**src/rtl/secuenciador_control_legion_if.sv**
```systemverilog
// -----------------------------------------------------------------------------
// secuenciador_control_legion_if
// Bundle of the signals between the multi-cycle control unit and the rest of the
// 9-bit-instruction processor (instruction memory, register file, ALU and the
// data-memory bus). Signal names keep the control-unit point of view: i_* are
// driven by the datapath side, o_* are driven by the control unit.
//
//   i_Instrucciones             instruction word at o_Direcciones_Instrucciones
//   i_Frec_de_trabajo           work-tick divisor (0 or 1: tick every clock)
//   i_Reg_A_Dato                register-file read data for o_Reg_Sel_A
//   i_Mem_Listo                 data-memory done strobe
//   o_Direcciones_Instrucciones program counter
//   o_Reg_Sel_A/B/W             register-file read A / read B / write selects
//   o_Reg_Wr_En, o_Reg_Wr_Src   one-clock write strobe and write source
//   o_ALU_Op                    ALU function
//   o_Mem_Req, o_Lectura_Escritura  data-memory request and direction (1 = write)
//   o_Halt, o_Estado            halted flag and current FSM state
//
// Modports: master = control unit, slave = datapath/memory side.
// -----------------------------------------------------------------------------
interface secuenciador_control_legion_if #(
    parameter int ANCHO_PC  = 8,
    parameter int ANCHO_DIV = 32
);
    logic [8:0]           i_Instrucciones;
    logic [ANCHO_DIV-1:0] i_Frec_de_trabajo;
    logic [7:0]           i_Reg_A_Dato;
    logic                 i_Mem_Listo;
    logic [ANCHO_PC-1:0]  o_Direcciones_Instrucciones;
    logic [2:0]           o_Reg_Sel_A;
    logic [2:0]           o_Reg_Sel_B;
    logic [2:0]           o_Reg_Sel_W;
    logic                 o_Reg_Wr_En;
    logic [2:0]           o_Reg_Wr_Src;
    logic [2:0]           o_ALU_Op;
    logic                 o_Mem_Req;
    logic                 o_Lectura_Escritura;
    logic                 o_Halt;
    logic [2:0]           o_Estado;

    modport master (
        input  i_Instrucciones, i_Frec_de_trabajo, i_Reg_A_Dato, i_Mem_Listo,
        output o_Direcciones_Instrucciones, o_Reg_Sel_A, o_Reg_Sel_B, o_Reg_Sel_W,
               o_Reg_Wr_En, o_Reg_Wr_Src, o_ALU_Op, o_Mem_Req, o_Lectura_Escritura,
               o_Halt, o_Estado
    );

    modport slave (
        output i_Instrucciones, i_Frec_de_trabajo, i_Reg_A_Dato, i_Mem_Listo,
        input  o_Direcciones_Instrucciones, o_Reg_Sel_A, o_Reg_Sel_B, o_Reg_Sel_W,
               o_Reg_Wr_En, o_Reg_Wr_Src, o_ALU_Op, o_Mem_Req, o_Lectura_Escritura,
               o_Halt, o_Estado
    );
endinterface

```
**src/rtl/secuenciador_control_legion.sv**
```systemverilog
// -----------------------------------------------------------------------------
// secuenciador_control_legion
// Multi-cycle control unit for the 9-bit-instruction processor. Owns the program
// counter, fetches and decodes instructions and sequences the register file, ALU
// and data-memory bus through FETCH -> DECODE -> EXEC (-> MEM). The FSM only
// advances on a work tick produced by a programmable divider; the MEM state
// instead polls i_Mem_Listo on every clock.
//
// Ports:
//   i_Clk  system clock (rising edge)
//   i_Rst  synchronous, active-high reset
//   bus    secuenciador_control_legion_if.master (instruction fetch, register
//          file controls, ALU op, data-memory handshake, status)
//
// Instruction word: [8:6] opcode, [5:3] field A, [2:0] field B.
// -----------------------------------------------------------------------------
module secuenciador_control_legion #(
    parameter int ANCHO_PC  = 8,
    parameter int ANCHO_DIV = 32
) (
    input  logic i_Clk,
    input  logic i_Rst,
    secuenciador_control_legion_if.master bus
);

    typedef enum logic [2:0] {
        FETCH  = 3'd0,
        DECODE = 3'd1,
        EXEC   = 3'd2,
        MEM    = 3'd3,
        HALT   = 3'd4
    } estado_t;

    localparam logic [2:0] OP_LOAD_M = 3'b000;
    localparam logic [2:0] OP_LOAD_I = 3'b001;
    localparam logic [2:0] OP_STORE  = 3'b010;
    localparam logic [2:0] OP_NOP    = 3'b011;
    localparam logic [2:0] OP_MOVE   = 3'b100;
    localparam logic [2:0] OP_MATH   = 3'b101;
    localparam logic [2:0] OP_JUMP   = 3'b110;
    localparam logic [2:0] OP_HALT   = 3'b111;

    localparam logic [2:0] SRC_MEM  = 3'd0;
    localparam logic [2:0] SRC_IMM  = 3'd1;
    localparam logic [2:0] SRC_REGB = 3'd2;
    localparam logic [2:0] SRC_ALU  = 3'd3;
    localparam logic [2:0] SRC_LINK = 3'd4;

    localparam logic [ANCHO_DIV-1:0] DIV_UNO = 1;
    localparam logic [ANCHO_PC-1:0]  PC_UNO  = 1;

    // Divider state
    logic [ANCHO_DIV-1:0] div_cnt_q;
    logic [ANCHO_DIV-1:0] div_lat_q;
    logic [ANCHO_DIV-1:0] div_eff_d;
    logic                 tick_d;

    // Sequencer state and registered outputs
    estado_t             estado_q;
    logic [8:0]          ir_q;
    logic [ANCHO_PC-1:0] pc_q;
    logic [ANCHO_PC-1:0] pc_inc_d;
    logic [2:0]          sel_a_q;
    logic [2:0]          sel_b_q;
    logic [2:0]          sel_w_q;
    logic                wr_en_q;
    logic [2:0]          wr_src_q;
    logic [2:0]          alu_op_q;
    logic                mem_req_q;
    logic                rw_q;
    logic                halt_q;
    logic [2:0]          opcode_d;

    // The divisor is sampled only at the start of a period (count==0) and held
    // for the rest of it, so a new i_Frec_de_trabajo takes effect at the wrap.
    always_comb begin
        div_eff_d = (div_cnt_q == '0) ? bus.i_Frec_de_trabajo : div_lat_q;
        tick_d    = (div_eff_d <= DIV_UNO) || (div_cnt_q == (div_eff_d - DIV_UNO));
    end

    always_ff @(posedge i_Clk) begin
        if (i_Rst) begin
            div_cnt_q <= '0;
            div_lat_q <= '0;
        end else begin
            div_lat_q <= div_eff_d;
            div_cnt_q <= tick_d ? '0 : (div_cnt_q + DIV_UNO);
        end
    end

    assign pc_inc_d = pc_q + PC_UNO;
    assign opcode_d = ir_q[8:6];

    always_ff @(posedge i_Clk) begin
        if (i_Rst) begin
            estado_q  <= FETCH;
            ir_q      <= '0;
            pc_q      <= '0;
            sel_a_q   <= '0;
            sel_b_q   <= '0;
            sel_w_q   <= '0;
            wr_en_q   <= 1'b0;
            wr_src_q  <= '0;
            alu_op_q  <= '0;
            mem_req_q <= 1'b0;
            rw_q      <= 1'b0;
            halt_q    <= 1'b0;
        end else begin
            // Write strobe is a single-clock pulse after the completing edge.
            wr_en_q <= 1'b0;
            case (estado_q)
                FETCH: begin
                    if (tick_d) begin
                        ir_q     <= bus.i_Instrucciones;
                        estado_q <= DECODE;
                    end
                end
                DECODE: begin
                    if (tick_d) begin
                        sel_a_q  <= ir_q[5:3];
                        sel_b_q  <= ir_q[2:0];
                        alu_op_q <= (opcode_d == OP_MATH) ? ir_q[2:0] : 3'd0;
                        if (opcode_d == OP_HALT) begin
                            halt_q   <= 1'b1;
                            estado_q <= HALT;
                        end else begin
                            estado_q <= EXEC;
                        end
                    end
                end
                EXEC: begin
                    if (tick_d) begin
                        estado_q <= FETCH;
                        pc_q     <= pc_inc_d;
                        case (opcode_d)
                            OP_LOAD_M: begin
                                mem_req_q <= 1'b1;
                                rw_q      <= 1'b0;
                                pc_q      <= pc_q;
                                estado_q  <= MEM;
                            end
                            OP_STORE: begin
                                mem_req_q <= 1'b1;
                                rw_q      <= 1'b1;
                                pc_q      <= pc_q;
                                estado_q  <= MEM;
                            end
                            OP_LOAD_I: begin
                                wr_en_q  <= 1'b1;
                                sel_w_q  <= ir_q[5:3];
                                wr_src_q <= SRC_IMM;
                            end
                            OP_MOVE: begin
                                wr_en_q  <= 1'b1;
                                sel_w_q  <= ir_q[5:3];
                                wr_src_q <= SRC_REGB;
                            end
                            OP_MATH: begin
                                wr_en_q  <= 1'b1;
                                sel_w_q  <= ir_q[5:3];
                                wr_src_q <= SRC_ALU;
                            end
                            OP_JUMP: begin
                                pc_q <= ANCHO_PC'(bus.i_Reg_A_Dato);
                                // Link: the datapath forms PC+1 from the PC it
                                // saw during EXEC, before the jump lands.
                                if (ir_q[0]) begin
                                    wr_en_q  <= 1'b1;
                                    sel_w_q  <= 3'd7;
                                    wr_src_q <= SRC_LINK;
                                end
                            end
                            default: begin
                                // OP_NOP: only the PC advances.
                            end
                        endcase
                    end
                end
                MEM: begin
                    // Completion is polled every clock; a coincident tick is
                    // simply consumed here and not replayed in FETCH.
                    if (bus.i_Mem_Listo) begin
                        mem_req_q <= 1'b0;
                        rw_q      <= 1'b0;
                        pc_q      <= pc_inc_d;
                        estado_q  <= FETCH;
                        if (opcode_d == OP_LOAD_M) begin
                            wr_en_q  <= 1'b1;
                            sel_w_q  <= ir_q[5:3];
                            wr_src_q <= SRC_MEM;
                        end
                    end
                end
                HALT: begin
                    estado_q <= HALT;
                end
                default: begin
                    estado_q <= FETCH;
                end
            endcase
        end
    end

    assign bus.o_Direcciones_Instrucciones = pc_q;
    assign bus.o_Reg_Sel_A                 = sel_a_q;
    assign bus.o_Reg_Sel_B                 = sel_b_q;
    assign bus.o_Reg_Sel_W                 = sel_w_q;
    assign bus.o_Reg_Wr_En                 = wr_en_q;
    assign bus.o_Reg_Wr_Src                = wr_src_q;
    assign bus.o_ALU_Op                    = alu_op_q;
    assign bus.o_Mem_Req                   = mem_req_q;
    assign bus.o_Lectura_Escritura         = rw_q;
    assign bus.o_Halt                      = halt_q;
    assign bus.o_Estado                    = estado_q;

endmodule

```
**src/flat_wrapper.sv**
```systemverilog
// flat-port wrapper written by rule: the top's interface ports become plain ports
module secuenciador_control_legion_flat 
#(
    parameter int ANCHO_PC  = 8,
    parameter int ANCHO_DIV = 32
)
  (i_Clk, i_Rst, bus_i_Instrucciones, bus_i_Frec_de_trabajo, bus_i_Reg_A_Dato, bus_i_Mem_Listo, bus_o_Direcciones_Instrucciones, bus_o_Reg_Sel_A, bus_o_Reg_Sel_B, bus_o_Reg_Sel_W, bus_o_Reg_Wr_En, bus_o_Reg_Wr_Src, bus_o_ALU_Op, bus_o_Mem_Req, bus_o_Lectura_Escritura, bus_o_Halt, bus_o_Estado);
  secuenciador_control_legion_if #(.ANCHO_PC(ANCHO_PC), .ANCHO_DIV(ANCHO_DIV)) bus_i ();
  input  logic i_Clk;
  input  logic i_Rst;
  input wire logic [$bits(bus_i.i_Instrucciones)-1:0] bus_i_Instrucciones;
  input wire logic [$bits(bus_i.i_Frec_de_trabajo)-1:0] bus_i_Frec_de_trabajo;
  input wire logic [$bits(bus_i.i_Reg_A_Dato)-1:0] bus_i_Reg_A_Dato;
  input wire logic [$bits(bus_i.i_Mem_Listo)-1:0] bus_i_Mem_Listo;
  output wire logic [$bits(bus_i.o_Direcciones_Instrucciones)-1:0] bus_o_Direcciones_Instrucciones;
  output wire logic [$bits(bus_i.o_Reg_Sel_A)-1:0] bus_o_Reg_Sel_A;
  output wire logic [$bits(bus_i.o_Reg_Sel_B)-1:0] bus_o_Reg_Sel_B;
  output wire logic [$bits(bus_i.o_Reg_Sel_W)-1:0] bus_o_Reg_Sel_W;
  output wire logic [$bits(bus_i.o_Reg_Wr_En)-1:0] bus_o_Reg_Wr_En;
  output wire logic [$bits(bus_i.o_Reg_Wr_Src)-1:0] bus_o_Reg_Wr_Src;
  output wire logic [$bits(bus_i.o_ALU_Op)-1:0] bus_o_ALU_Op;
  output wire logic [$bits(bus_i.o_Mem_Req)-1:0] bus_o_Mem_Req;
  output wire logic [$bits(bus_i.o_Lectura_Escritura)-1:0] bus_o_Lectura_Escritura;
  output wire logic [$bits(bus_i.o_Halt)-1:0] bus_o_Halt;
  output wire logic [$bits(bus_i.o_Estado)-1:0] bus_o_Estado;
  assign bus_i.i_Instrucciones = bus_i_Instrucciones;
  assign bus_i.i_Frec_de_trabajo = bus_i_Frec_de_trabajo;
  assign bus_i.i_Reg_A_Dato = bus_i_Reg_A_Dato;
  assign bus_i.i_Mem_Listo = bus_i_Mem_Listo;
  assign bus_o_Direcciones_Instrucciones = bus_i.o_Direcciones_Instrucciones;
  assign bus_o_Reg_Sel_A = bus_i.o_Reg_Sel_A;
  assign bus_o_Reg_Sel_B = bus_i.o_Reg_Sel_B;
  assign bus_o_Reg_Sel_W = bus_i.o_Reg_Sel_W;
  assign bus_o_Reg_Wr_En = bus_i.o_Reg_Wr_En;
  assign bus_o_Reg_Wr_Src = bus_i.o_Reg_Wr_Src;
  assign bus_o_ALU_Op = bus_i.o_ALU_Op;
  assign bus_o_Mem_Req = bus_i.o_Mem_Req;
  assign bus_o_Lectura_Escritura = bus_i.o_Lectura_Escritura;
  assign bus_o_Halt = bus_i.o_Halt;
  assign bus_o_Estado = bus_i.o_Estado;
  secuenciador_control_legion #(.ANCHO_PC(ANCHO_PC), .ANCHO_DIV(ANCHO_DIV)) u_core (.i_Clk(i_Clk), .i_Rst(i_Rst), .bus(bus_i));
endmodule
```
**config.mk**
```make
export PLATFORM = sky130hd
export DESIGN_NAME = secuenciador_control_legion_flat
export DESIGN_NICKNAME = d
export VERILOG_FILES = /design/src/rtl/secuenciador_control_legion_if.sv /design/src/rtl/secuenciador_control_legion.sv /design/src/flat_wrapper.sv
export SDC_FILE = /design/constraint.sdc
export NUM_CORES = 1
export LEC_CHECK = 0
export CAP_MARGIN = 10
export CORE_MARGIN = 4
export CORE_UTILIZATION = 25
export DETAILED_ROUTE_END_ITERATION = 16
export GPL_TIMING_DRIVEN = 0
export MAX_ROUTING_LAYER = met4
export PLACE_DENSITY = 0.46
export SLEW_MARGIN = 20
export SYNTH_ARGS = -nofsm -noshare
export SYNTH_HDL_FRONTEND = slang
export SYNTH_SLANG_ARGS = --single-unit
```
**constraint.sdc**
```tcl
create_clock -name i_Clk -period 13 [get_ports i_Clk]
set_clock_uncertainty 0.2 [all_clocks]
set_input_delay 1.3 -clock i_Clk [delete_from_list [all_inputs] [get_ports i_Clk]]
set_output_delay 1.3 -clock i_Clk [all_outputs]
set_load 0.02 [all_outputs]
```
==> results of run 1 <==
[cells in the mapped netlist (all sizes together) (2+ instances only)]
master,n
a32oi,2
dfxtp,103
o211a,5
a211o,2
or4,7
nor2,119
and2,4
nand2,92
nor3,49
o32ai,3
nand4,17
o41ai,6
or2,8
o311ai,4
nand3,28
o21a,3
a311oi,6
or3,13
inv,21
o22ai,4
o21ai,28
nand4b,4
ha,5
and4,5
mux2i,37
nor2b,7
a211oi,5
a31oi,6
nor4,28
nor4b,5
and3,13
xnor3,2
o211ai,6
o31ai,5
clkbuf,41
o2111ai,2
a21oi,54
xor2,26
xnor2,50
nor3b,3
buf,12
or3b,2
nand2b,14
o31a,2
nand3b,4
[sequential cells by signal, summed over array words and instances (netlist names)]
name	flops
u_core.bus.o_Estado	3
u_core.div_lat_q	32
u_core.ir_q	9
u_core.bus.o_Reg_Sel_W	3
u_core.bus.o_Mem_Req	1
u_core.bus.o_Reg_Sel_B	3
u_core.bus.o_Reg_Sel_A	3
u_core.bus.o_ALU_Op	3
u_core.bus.o_Direcciones_Instrucciones	8
u_core.bus.o_Reg_Wr_En	1
u_core.div_cnt_q	32
u_core.bus.o_Halt	1
u_core.bus.o_Lectura_Escritura	1
u_core.bus.o_Reg_Wr_Src	3
[critical path, stage by stage, from the launching register on]
cell and delay (ps):
dfxtp_1 390, inv_1 100, ha_1 140, nor4b_1 530, nand4_1 250, nor2_1 300
buf_2 350, buf_2 350, buf_1 530, mux2i_1 370, ha_1 200, clkbuf_1 400
or3b_2 560, or4_4 470, buf_6 170, or3b_1 370, a31oi_1 180, a211oi_1 120
nor4_2 440, nand4_2 200, o41ai_4 590, or2_0 160, clkbuf_1 230, buf_2 310
nor2_1 80
[worst paths after layout]
path / cells after the start / from / slack [ps] / endpoint
worst min-delay path: 2 / u_core.bus.o_Reg_Wr_Src[0] / 290 / u_core.bus.o_Reg_Wr_Src[0]
worst min register to register: 2 / u_core.bus.o_Reg_Wr_Src[0] / 290 / u_core.bus.o_Reg_Wr_Src[0]
worst max register to register: 24 / u_core.div_cnt_q[0] / 4840 / u_core.div_cnt_q[26]
worst max-delay path: 24 / u_core.div_cnt_q[0] / 4840 / u_core.div_cnt_q[26]
[through the flow]
stage,instance area [um^2],hold slack (ps),instances
floorplan,6640,247,873
global placement,7850,254,1287
detailed placement,7850,265,1287
CTS,8170,284,1303
global route,8180,317,1304
finish,8180,285,1304
[cells by family (layout without fill, tap and decap cells)]
group / after synthesis / in the layout / share of synthesized area
flip-flops: 103 / 103 / 0.311
XOR/XNOR: 78 / 78 / 0.107
adder cells (fa/ha/maj): 5 / 5 / 0.00943
AO/OA/AOI/OAI: 153 / 153 / 0.153
buffers and inverters: 74 / 169 / 0.0466
other: 0 / 1 / 0
multiplexers: 38 / 38 / 0.0575
AND/OR/NAND/NOR: 422 / 422 / 0.316
[per-layer routing]
metal  wire length [um]  up-vias  GRT usage  share of wire
met4                385        0     0.0406          0.015
met5                  0        -          -              0
met2              11200      211      0.274           0.44
met3               1770       23     0.0444          0.070
met1              11900     3211      0.240           0.47
li1                   -     3309          -              -
[power breakdown]
group | switching, W | leakage (nW) | total (W) | internal, W
Sequential | 0.0000145 | 0.836 | 0.000341 | 0.000326
Clock | 0.000146 | 0.157 | 0.000302 | 0.000156
Combinational | 0.000136 | 1.80 | 0.000218 | 0.0000828
Total | 0.000296 | 2.80 | 0.000861 | 0.000565
[final cells by class]
class,instances,area (um^2)
well taps,335,419
fillers,2843,17900
clock buffers,9,225
clock inverters,7,95.1
inverters,21,78.8
plain buffers,53,230
repair buffers,79,791
multi-input cells,696,4270
flip-flops and latches,103,2060
diodes,1,2.50
==> flow_summary_export.csv, run 1 <==
group,metric,value,unit
status,status,"complete, no violations",
clock_network,htreeDepth,3,
global_route,grt_max_degree,21,
die,dieArea,29200,um^2
logic_synthesis,ys_types,66,
logic_synthesis,syn_nets,930,
routing,ant_nets,0,
clock_network,postCtsResizedCells,0,
die,die_x,171,um
layout,final_nets,1020,
layout,final_common_cell,"nor2_1",
global_route,grt.overflow.total,0,
layout,syn2layout_area_growth,23.2,%
layout,final_cell_mix,"119 x nor2_1, 103 x dfxtp_1, 92 x nand2_1",
pwr,p_leak,2.80,nW
worst_setup_path,path_max_fanout,10,
clock_network,cts_tree,"yes",
global_route,grt_pass1_wl,39600,um
timing,fin_setup_tns,0,ps
timing,rsz0062_at_grt,"false",
timing,finalHoldViolations,0,
logic_synthesis,synth_top_flop_cell,"dfxtp_1",
timing,max_freq,123,MHz
logic_synthesis,syn_avg_cell_area,7.60,um^2
clock_network,ctsHoldBuffers,0,
logic_synthesis,synthArstFlopShare,0,
logic_synthesis,ys_seq_elements,103,
logic_synthesis,syn_inst,873,
timing,period_share,0.627,
worst_setup_path,required,13050,ps
place,gp_congestion,0.931,
routing,drc,0,
clock_network,cts.clk_slew.worst_paths,80,ps
logic_synthesis,ys_warn_count,0,
worst_setup_path,endpoint_kind,"flop",
die,ioPinCount,82,
die,rows,59,
worst_setup_path,worstPathArrival,8200,ps
pwr,p_per_area,105,nW/um^2
clock_network,root_buffer,"clkbuf_16",
timing,slew_viol_final,0,
timing,finalSetupViolations,0,
die,fp.coreArea,26100,um^2
place,hpwl,19000,um
place,dp_slack,4860,ps
logic_synthesis,synth.area.top_cells,"dfxtp_1 31%, nor2_1 6.7%, xnor2_1 6.6%",
global_route,antenna_found_initial,1,
die,fp.dieH,171,um
timing,period_minus_slack,8160,ps
global_route,track_usage,0.179,
clock_network,clock_path_buffers,2,
run,cap_violations,0,
timing,setup_ws,4840,ps
routing,routed_wl,25300,um
routing,firstDrtPassIters,7,
worst_setup_path,crit_type,"flop to flop",
global_route,grt_pass1_vias,6560,
place,io_buffers,79,
die,initial_utilization,0.255,
layout,final_util,0.314,
logic_synthesis,synth_edf_count,0,
timing,max_slew_margin,0.346,
worst_setup_path,crit_path_start_kind,"flop",
logic_synthesis,synth_area,6640,um^2
clock_network,clk_latency,370,ps
logic_synthesis,yosys.area.top_type,"dfxtp_1",
clock_network,post_cts_buffers,0,
clock_network,numCtsBuffers,9,
logic_synthesis,yosysSeqAreaShare,0.311,
routing,drt-initial-drc-count,522,
timing,worst_slew_pin_slew,973,ps
routing,wl_per_cell,19.4,um
hold_path,min_path_type,"flop to flop",
clock_network,cts_sinks,103,
logic_synthesis,synth_top_area_frac,0.311,
routing,via_per_inst,5.18,
pwr,ir_drop,0.0000589,V
routing,vias,6754,
pwr,finalPower,0.000861,W
layout,drive_gt1_frac,0.0434,
(Power assumes the default switching activity.)
==> run 2, diff against run 1 <==
- clock period: 13 -> 7.7 ns (I/O delays scaled with it)
==> flow_summary_export.csv, run 2 (synthesis gave the netlist of run 1 again) <==
group,metric,value,unit
status,status,"complete, no violations",
layout,reg_top3,"u_core.div_cnt_q (32), u_core.div_lat_q (32), u_core.ir_q (9)",
timing,finalHoldViolations,0,
layout,seqCellArea,2060,um^2
die,rows,59,
routing,wl_per_cell,19.4,um
worst_setup_path,worstPathArrival,7290,ps
layout,final_cell_mix,"119 x nor2_1, 103 x dfxtp_1, 92 x nand2_1",
clock_network,clock_path_buffers,2,
clock_network,cts_tree,"yes",
pwr,finalPower,0.00146,W
routing,ant_nets,0,
die,initial_utilization,0.255,
clock_network,numCtsBuffers,9,
worst_setup_path,crit_path_end,"u_core.bus.o_Reg_Sel_A[2]",
hold_path,min_path_type,"flop to flop",
timing,finalSetupViolations,0,
global_route,grt_pass1_wl,39600,um
clock_network,ctsHoldBuffers,0,
pwr,p_per_area,177,nW/um^2
worst_setup_path,critPathSlowestCell,"or4_1",
timing,rsz0062_at_grt,"false",
pwr,ir_drop,0.000100,V
place,placed_cells,1287,
die,fp.dieH,171,um
global_route,grt_max_degree,21,
worst_setup_path,crit_path_start_kind,"flop",
clock_network,clk_latency,370,ps
clock_network,cts.clk_slew.worst_paths,90,ps
global_route,grt.overflow.total,0,
layout,final_util,0.316,
place,hpwl,19000,um
worst_setup_path,reg2reg_slack,450,ps
timing,max_freq,138,MHz
layout,num-fill-cells,2841,
worst_setup_path,r2r_start,"u_core.div_cnt_q[0]",
layout,fin_cells,1305,
die,ioPinCount,82,
routing,routed_wl,25400,um
worst_setup_path,path_max_fanout,10,
routing,vias,6767,
worst_setup_path,required,7740,ps
worst_setup_path,crit_cells,24,
global_route,grt_pass1_vias,6554,
worst_setup_path,endpoint_kind,"flop",
timing,period_share,0.942,
worst_setup_path,rr_worst_depth,24,
worst_setup_path,path_buf_inv,7,
pwr,p_leak,2.83,nW
die,die_x,171,um
timing,slew_viol_final,0,
die,dieArea,29200,um^2
place,io_buffers,79,
worst_setup_path,path_cells,"inv_1 > ha_1 > nor4b_2 > nand4_1 > nor2_1 > clkbuf_4 > buf_2 > buf_2 > mux2i_2 > ha_4 > or3b_2 > or4_4 > buf_6 > nor4_1 > nor3_1 > o21ai_0 > o2111ai_1 > or4_1 > o41ai_4 > buf_4 > and3_1 > buf_6 > mux2i_1 > nor2_1",
place,placed_cell_area,7850,um^2
routing,drc,0,
layout,final_nets,1021,
timing,max_slew_margin,0.386,
layout,drive_gt1_frac,0.0526,
clock_network,cts_sinks,103,
global_route,track_usage,0.179,
worst_setup_path,critPathTopFamily,"simple AND/OR/NAND/NOR gates",
timing,worst_slew_pin_slew,914,ps
place,gp_congestion,0.931,
global_route,antenna_found_initial,1,
worst_setup_path,cp_slowest_stage_delay,670,ps
timing,worst_hold_slack,286,ps
die,fp.coreArea,26100,um^2
layout,multi_input_area,4320,um^2
layout,syn2layout_area_growth,24.1,%
run,cap_violations,0,
worst_setup_path,startpoint,"u_core.div_cnt_q[0]",
routing,drt-initial-drc-count,491,
routing,via_per_inst,5.19,
layout,final_common_cell,"nor2_1",
clock_network,root_buffer,"clkbuf_16",
clock_network,htreeDepth,3,
worst_setup_path,r2r-end,"u_core.bus.o_Reg_Sel_A[2]",
layout,fin_area,8240,um^2
timing,period_minus_slack,7250,ps
routing,firstDrtPassIters,5,
worst_setup_path,crit_type,"flop to flop",
==> run 2: cell types whose count changed in the layout (fill, tap and decap cells not counted), sizes merged <==
cell	delta
buf	+1
==> run 2: stage by stage <==
stage / setup WS (ps) / TNS (ps)
floorplan: 1590 / 0
global placement: -453 / -23330
detailed placement: -441 / -22890
CTS: 103 / 0
global route: 23.7 / 0
finish: 446 / 0
==> run 2: layer usage <==
metal | track usage | vias to the layer above | wire, um
met5 | - | - | 0
li1 | - | 3299 | -
met2 | 0.274 | 213 | 11300
met3 | 0.0444 | 21 | 1670
met4 | 0.0406 | 0 | 378
met1 | 0.240 | 3234 | 12000
==> run 2: worst min-delay path, delay by kind of cell, from the launching register on <==
family,cells,cell delay [ps]
compound gates,1,50
flops,1,330
simple gates,1,70
==> run 2: power by group <==
group / switching [W] / internal (W)
Combinational: 0.000230 / 0.000144
Sequential: 0.0000248 / 0.000551
Clock: 0.000249 / 0.000263
Total: 0.000504 / 0.000958
==> run 2: worst min-delay path by stage <==
stage,cells after the start,end,from
after floorplan,2,u_core.div_lat_q[18],u_core.div_lat_q[18]
after global placement,2,u_core.bus.o_Halt,u_core.bus.o_Halt
after detailed placement,2,u_core.bus.o_Reg_Wr_Src[0],u_core.bus.o_Reg_Wr_Src[0]
after CTS,2,u_core.bus.o_Reg_Wr_Src[0],u_core.bus.o_Reg_Wr_Src[0]
after global routing,2,u_core.bus.o_Reg_Wr_Src[0],u_core.bus.o_Reg_Wr_Src[0]
final,2,u_core.bus.o_Reg_Wr_Src[0],u_core.bus.o_Reg_Wr_Src[0]
==> run 2: final cells by class <==
| class | count | share of cell area |
|---|---|---|
| Multi-Input combinational cell | 696 | 0.524 |
| Timing Repair Buffer | 81 | 0.0978 |
| Buffer | 52 | 0.0279 |
| Clock inverter | 7 | 0.0115 |
| Tap cell | 335 | 0.0509 |
| Inverter | 21 | 0.00957 |
| Antenna cell | 1 | 0.000304 |
| Sequential cell | 103 | 0.250 |
| Clock buffer | 9 | 0.0273 |
==> run 2: timing repair <==
| action | in CTS | in global routing |
|---|---|---|
| setup endpoints to repair | 71 | 64 |
| hold endpoints to repair | 0 | 0 |
| pin swaps | 0 | 1 |
| resized for setup | 3 | 7 |
| setup buffers | 0 | 2 |
==> RTL change: new RTL, flow settings as in run 1 <==
`ANCHO_DIV` is set to 32 in 3 places; all go to 16.
--- a/src/rtl/secuenciador_control_legion_if.sv
+++ b/src/rtl/secuenciador_control_legion_if.sv
@@ -21,5 +21,5 @@
 interface secuenciador_control_legion_if #(
     parameter int ANCHO_PC  = 8,
-    parameter int ANCHO_DIV = 32
+    parameter int ANCHO_DIV = 16
 );
     logic [8:0]           i_Instrucciones;
--- a/src/rtl/secuenciador_control_legion.sv
+++ b/src/rtl/secuenciador_control_legion.sv
@@ -17,5 +17,5 @@
 module secuenciador_control_legion #(
     parameter int ANCHO_PC  = 8,
-    parameter int ANCHO_DIV = 32
+    parameter int ANCHO_DIV = 16
 ) (
     input  logic i_Clk,
--- a/src/flat_wrapper.sv
+++ b/src/flat_wrapper.sv
@@ -3,5 +3,5 @@
 #(
     parameter int ANCHO_PC  = 8,
-    parameter int ANCHO_DIV = 32
+    parameter int ANCHO_DIV = 16
 )
   (i_Clk, i_Rst, bus_i_Instrucciones, bus_i_Frec_de_trabajo, bus_i_Reg_A_Dato, bus_i_Mem_Listo, bus_o_Direcciones_Instrucciones, bus_o_Reg_Sel_A, bus_o_Reg_Sel_B, bus_o_Reg_Sel_W, bus_o_Reg_Wr_En, bus_o_Reg_Wr_Src, bus_o_ALU_Op, bus_o_Mem_Req, bus_o_Lectura_Escritura, bus_o_Halt, bus_o_Estado);
Interface: changed (resized bus_i_Frec_de_trabajo); port bits go from 82 to 66. No check against the original RTL was run, so the function may have changed too.
==> RTL change against run 1 <==
Maximum frequency up 34%; design area decreased by 33%; wire length shrank 46%; combinational power is 24% lower; die area fell by 35%; setup slack improved by 2.1 ns; non-clock buffer count decreased by 33; utilization up 1.5 points; sequential share of layout area up 0.85 points; total power shrank 23%; synthesized area decreased by 36%; sequential cell count is 32 lower.
==> RTL change: results (changes against run 1) <==
| Metric | Value |
|---|---|
| Outcome | `finished clean (unchanged)` |
| Worst slew margin | `0.353 (was 0.346)` |
| GRT Total Usage | `0.151 (was 0.179)` |
| Regs by FF count | `u_core.div_cnt_q x16, u_core.div_lat_q x16, u_core.ir_q x9 (was u_core.div_cnt_q x32, u_core.div_lat_q x32, u_core.ir_q x9)` |
| Post-CTS setup buffer count | `0 (unchanged)` |
| Count of cell types in the netlist | `65 (was 66)` |
| Internal power | `0.448 mW (was 0.565 mW)` |
| Arr. time, crit path | `6.10 ns (was 8.20 ns)` |
| First-pass GRT wire length | `22.0 mm (was 39.6 mm)` |
| Crit path largest cell delay | `0.49 ns (was 0.59 ns)` |
| F_max | `164 MHz (was 123 MHz)` |
| CTS clk-pin slew, worst paths | `0.06 ns (was 0.08 ns)` |
| Port bufs | `65 (was 79)` |
| Startpoint of the worst hold path | `u_core.bus.o_Reg_Wr_Src[2] (was u_core.bus.o_Reg_Wr_Src[0])` |
| Mean routed wirelength per cell | `16.3 µm (was 19.4 µm)` |
| Worst R2R Path Depth | `19 (was 24)` |
| Vias in the first global route | `4305 (was 6560)` |
| Mapped Nets | `571 (was 930)` |
| Leakage | `1.91 nW (was 2.80 nW)` |
| Met2 track demand over resource | `0.238 (was 0.274)` |
| Most frequent cells after synthesis | `dfxtp_1, nand2_1, a21oi_1 (was nor2_1, dfxtp_1, nand2_1)` |
| N_diodes | `0 (was 1)` |
| Critical R2R Launch | `u_core.div_cnt_q[10] (was u_core.div_cnt_q[0])` |
| Worst hold slack | `0.264 ns (was 0.285 ns)` |
| Layout cells sized above 1 | `0.0769 (was 0.0434)` |
| End of the critical path | `u_core.div_cnt_q[8] (was u_core.div_cnt_q[26])` |
| Largest net degree at the start of global routing | `13 (was 21)` |
| Total number of vias | `4235 (was 6754)` |
| Sequential fraction of the synthesis area | `0.337 (was 0.311)` |
| Logic gate share of total power | `0.250 (was 0.254)` |
| Met2 routed WL | `6.35 mm (was 11.2 mm)` |
| Dpl cell area | `5150 µm² (was 7850 µm²)` |
| Hold Path Sink | `u_core.bus.o_Reg_Wr_Src[2] (was u_core.bus.o_Reg_Wr_Src[0])` |
| Post-detail-place hpwl | `10.1 mm (was 19.0 mm)` |
| Worst VDD drop | `64.2 µV (was 58.9 µV)` |
| R2r setup slk | `6.92 ns (was 4.84 ns)` |
| Slowest cell on the critical path | `nor4_1 (was o41ai_4)` |
| Grt met1 use | `0.197 (was 0.240)` |
| Largest cells by area after synthesis | `dfxtp_1, a21oi_1, nand2_1, xnor2_1, nor2_1 (was dfxtp_1, nor2_1, xnor2_1, mux2i_1, nand2_1)` |
| 1st-iter DRT viols | `215 (was 522)` |
| M3 GR Usage | `0.0236 (was 0.0444)` |
| Clk_lat worst skew | `0.34 ns (was 0.37 ns)` |
| Clock power frac | `0.387 (was 0.351)` |
| Antenna violations before repair | `0 (was 1)` |
| Nets | `647 (was 1020)` |
-- RTL change: cell families after synthesis --
family	Yosys count	share of synthesized area
xor gates and xnor gates	37	0.0768
muxes	12	0.0288
and+or+nand+nor	239	0.302
DFF	71	0.337
adders and majority gates	5	0.0148
AOI/OAI and AO/OA	124	0.200
buffers and inverters	42	0.0409
-- RTL change: layout make-up --
type | instances | area (µm²)
Sequential cell | 71 | 1420
Timing Repair Buffer | 65 | 651
Clock inverter | 5 | 57.6
Inverter | 8 | 30.0
Clock buffer | 11 | 243
Buffer | 34 | 143
Fill cell | 1776 | 11100
Multi-Input combinational cell | 417 | 2630
Tap cell | 220 | 275
-- RTL change: metrics by stage --
stage          instances  power [mW]
3_5_place_dp         815       0.408
6_report             831       0.660
2_1_floorplan        530       0.355
3_3_place_gp         815       0.406
5_1_grt              831       0.694
4_1_cts              831       0.665
